**src/rtl/mips_dmem_bridge.sv**
```systemverilog
// Bridges the core's memory-stage data port onto a request/ack SRAM-like bus.
// Each access becomes one bus transaction, and the core is stalled until that transaction completes.
module mips_dmem_bridge #(
  parameter bit ADDR_MAP_EN = 1'b1
) (
  input  logic        clk,
  input  logic        rst,
  input  logic        mem_enM,
  input  logic        memwriteM,
  input  logic [3:0]  selM,
  input  logic [31:0] aluoutM,
  input  logic [31:0] writedataM,
  output logic [31:0] readdataM,
  output logic        stallM,
  output logic        data_req,
  output logic        data_wr,
  output logic [1:0]  data_size,
  output logic [31:0] data_addr,
  output logic [31:0] data_wdata,
  input  logic        data_addr_ok,
  input  logic        data_data_ok,
  input  logic [31:0] data_rdata
);

  typedef enum logic [1:0] {S_IDLE, S_REQ, S_WAIT, S_DONE} state_t;

  state_t      r_state;
  logic        r_req;
  logic        r_wr;
  logic [1:0]  r_size;
  logic [31:0] r_addr;
  logic [31:0] r_wdata;
  logic [31:0] r_rdata;

  logic [1:0]  w_size;
  logic [31:0] w_paddr;

  always_comb begin
    case (selM)
      4'b0001, 4'b0010, 4'b0100, 4'b1000: w_size = 2'd0;
      4'b0011, 4'b1100:                   w_size = 2'd1;
      default:                            w_size = 2'd2;
    endcase
    // kseg0/kseg1 fold onto the low 512 MB of physical space
    if (ADDR_MAP_EN && aluoutM[31:30] == 2'b10)
      w_paddr = {3'b000, aluoutM[28:0]};
    else
      w_paddr = aluoutM;
  end

  always_ff @(posedge clk or negedge rst) begin
    if (!rst) begin
      r_state <= S_IDLE;
      r_req   <= 1'b0;
      r_wr    <= 1'b0;
      r_size  <= '0;
      r_addr  <= '0;
      r_wdata <= '0;
      r_rdata <= '0;
    end else begin
      case (r_state)
        S_IDLE: begin
          if (mem_enM) begin
            r_state <= S_REQ;
            r_req   <= 1'b1;
            r_wr    <= memwriteM;
            r_size  <= w_size;
            r_addr  <= w_paddr;
            r_wdata <= writedataM;
          end
        end
        S_REQ: begin
          if (data_addr_ok) begin
            r_req <= 1'b0;
            if (data_data_ok) begin
              r_state <= S_DONE;
              if (!r_wr) r_rdata <= data_rdata;
            end else begin
              r_state <= S_WAIT;
            end
          end
        end
        S_WAIT: begin
          if (data_data_ok) begin
            r_state <= S_DONE;
            if (!r_wr) r_rdata <= data_rdata;
          end
        end
        S_DONE:  r_state <= S_IDLE;
        default: r_state <= S_IDLE;
      endcase
    end
  end

  // Gated by reset so the core sees no stall while the bridge is held in reset
  assign stallM = rst & ((r_state == S_IDLE && mem_enM) ||
                         r_state == S_REQ || r_state == S_WAIT);

  assign readdataM  = r_rdata;
  assign data_req   = r_req;
  assign data_wr    = r_wr;
  assign data_size  = r_size;
  assign data_addr  = r_addr;
  assign data_wdata = r_wdata;

endmodule

```
**config.mk**
```make
export PLATFORM = sky130hd
export DESIGN_NAME = mips_dmem_bridge
export DESIGN_NICKNAME = d
export VERILOG_FILES = /design/src/rtl/mips_dmem_bridge.sv
export SDC_FILE = /design/constraint.sdc
export NUM_CORES = 1
export LEC_CHECK = 0
export CAP_MARGIN = 25
export CELL_PAD_IN_SITES_DETAIL_PLACEMENT = 0
export CELL_PAD_IN_SITES_GLOBAL_PLACEMENT = 1
export CORE_UTILIZATION = 31
export CTS_CLUSTER_DIAMETER = 100
export DETAILED_ROUTE_END_ITERATION = 8
export PLACE_DENSITY = 0.81
export SYNTH_ARGS = -nofsm -noshare
export SYNTH_HDL_FRONTEND = slang
export SYNTH_SLANG_ARGS = --single-unit
```
**constraint.sdc**
```tcl
create_clock -name clk -period 2.2 [get_ports clk]
set_input_delay 0.33 -clock clk [delete_from_list [all_inputs] [get_ports clk]]
set_output_delay 0.33 -clock clk [all_outputs]
set_load 0.02 [all_outputs]
```
==> metrics <==
status=finished clean; Inserted Clock Buffers=9; worst slew pin tran=0.549 ns; Setup TNS=0 ns; effective utilization at floorplan=0.322; CP required=1.87 ns; peak supply drop=0.620 mV; Vias/cell=4.39; Period Utilization, post-route=0.908; Die Y=117 um; Reg2Reg Launch Point=r_state[1]$_DFFE_PN0P_; Slew HR=0.634; P_leak=0.00276 uW; syn_nets=356; number of port buffers=206; clock sink total=102; CP Max Fanout=4; synthesized netlist cell count=246; hold violation count in the final report=0; HPWL after DPL=7.16 mm; PwrDens=1550 nW/um^2; Pins Over Slew Limit=0; post-layout util=0.519; Setup Skew=0.00427 ns; Fillers=1119; CTS root buffer=clkbuf_16; gr ovfl total=0; num rows=41; Worst path top cell family by delay=flip-flops; r2r worst-path depth=6; post-synth cell types=24; max cap viols=0; drt drc=0; CTS tree=built; CTS Buffer Depth=2; GR Util All Layers=0.146; Seq cells post-synth=102; CP arrival=1.67 ns; sequential element share of the synthesized area=0.624; Worst setup EP type=output pin; Design Area, Final=6610 um^2; Power Total=10200 uW; slowest CP cell=dfrtp_1; largest stage delay on the critical path=0.38 ns; largest net degree at the start of global routing=103; wire length of the first global-routing pass=14.9 mm; cts hold-fix bufs=0; worst setup path class=reg -> out; post-route ant nets=0; First-pass DRT Iterations=3; crit path buf inv count=2; Synth Warn #=0; RSZ-0062 raised after global routing=false; diode count=0; via count=2768; worst hold path type=in -> async; H-tree Lvls=3; ordered cell list for the critical path=inv_1 > ha_1 > and2_2 > o31a_1 > clkbuf_2; Final Wtd Congestion=0.662; Post-Route WL=9.84 mm; f_max=0.501 GHz; die width=117 um; Mapped Avg Cell Area=16.6 um^2; fraction of layout instances using a drive strength above 1=0.255; initial antenna violation count=0; die area=13700 um^2; # IOs=207; dpl cell area=6320 um^2; Nets=565; Crit. Startpoint=r_state[0]$_DFFE_PN0P_; setup violators final=0; Mapped Area=4090 um^2; source-to-sink clock delay at the later pin of the worst-skew pair=0.34 ns; number of global-route vias before repair=2880; Tmin final=2.00 ns; Iteration-0 DRC Markers=90; Avg WL per Cell=15.6 um; startpoint type of the worst setup path=register; total core area=12700 um^2; clock slew at reported path FFs=0.06 ns; cell depth of the worst setup path=5; Syn-to-layout area delta=61.5%
final timing paths:
kind | endpoint | slack (ns)
min | data_wdata[4]$_DFFE_PN0P_ | 0.07
max in group asynchronous | readdataM[11]$_DFFE_PN0P_ | 1.70
max reg2reg | readdataM[0]$_DFFE_PN0P_ | 0.36
min in group clk | data_size[1]$_DFFE_PN0P_ | 0.48
min reg2reg | data_size[1]$_DFFE_PN0P_ | 0.48
max | stallM | 0.20
cells by family (layout without fill, tap and decap cells):
logic type,Yosys count,count (layout),share of synthesized area
AO/OA/AOI/OAI,11,11,0.0180
adder cells (fa/ha/maj),4,4,0.0122
XOR/XNOR,1,1,0.00214
AND/OR/NAND/NOR,18,18,0.0235
buffers and inverters,14,226,0.0287
multiplexers,96,96,0.292
flip-flops,102,102,0.624
sequential cells by signal, summed over array words and instances (netlist names):
signal      cells
data_wdata     32
r_state         2
readdataM      32
data_size       2
data_req        1
data_addr      32
data_wr         1
layout make-up:
cell class,count,area [um^2],share of cell area
flip-flops and latches,102,2550,0.386
repair buffers,209,2110,0.320
multi-input cells,130,1430,0.216
clock buffers,13,260,0.0394
well taps,172,215,0.0326
clock inverters,1,30.0,0.00454
inverters,3,11.3,0.00170
placed cells by master (no fill, tap or decap):
master / count
buf_4: 1
nor2_1: 3
dfrtp_1: 102
clkbuf_8: 2
a211oi_1: 1
bufinv_16: 1
and4b_2: 1
nand2b_2: 1
or2_2: 1
xor2_1: 1
and2_2: 1
clkbuf_16: 9
nand2b_1: 2
clkdlybuf4s50_1: 204
nand3_1: 1
o2bb2ai_1: 1
nor4bb_1: 1
buf_12: 3
a31oi_1: 1
ha_1: 4
mux2_2: 66
mux2_4: 30
clkbuf_2: 1
o21ai_0: 5
o31a_1: 1
nand2_1: 7
inv_1: 3
a41oi_1: 2
clkbuf_1: 2
where the power goes:
part           total [uW]  switching [uW]  internal (uW)
registers            3350             503           2850
logic                5320            2330           2990
clock network        1580             646            933
total               10200            3480           6770
repair_timing:
item	4_1_cts	5_1_grt
gates resized for setup	1	2
buffers inserted	0	0
endpoints found under the setup margin	1	1
gates cloned	0	0
pin swaps	0	0
per-layer routing:
layer / wire length, um / vias up / global-route usage
li1: - / 1282 / -
met1: 3810 / 1347 / 0.163
met2: 4760 / 129 / 0.240
met3: 1130 / 10 / 0.0721
met4: 134 / 0 / 0.0557
met5: 0 / - / 0
cell usage after synthesis (all sizes together):
library cell  instances  area, um^2
a211oi                1        7.51
a31oi                 1        6.26
a41oi                 2        17.5
and2                  1        6.26
and4b                 1        10.0
buf                  11         106
dfrtp               102        2550
ha                    4        50.1
inv                   3        11.3
mux2                 96        1190
nand2                 7        26.3
nand2b                3        21.3
nand3                 1        5.00
nor2                  3        11.3
nor4bb                1        10.0
o21ai                 5        25.0
o2bb2ai               1        8.76
o31a                  1        8.76
or2                   1        6.26
xor2                  1        8.76
per-stage QoR:
step                hold WS (ns)  setup slack (ns)  instances
finish                    0.0743             0.203        630
floorplan                 0.0344             0.454        246
detailed placement         0.477            0.0797        616
global route               0.125             0.118        630
CTS                        0.117           0.00859        630
global placement           0.464            0.0742        616
Note: power is estimated with default switching activity, not from simulation.
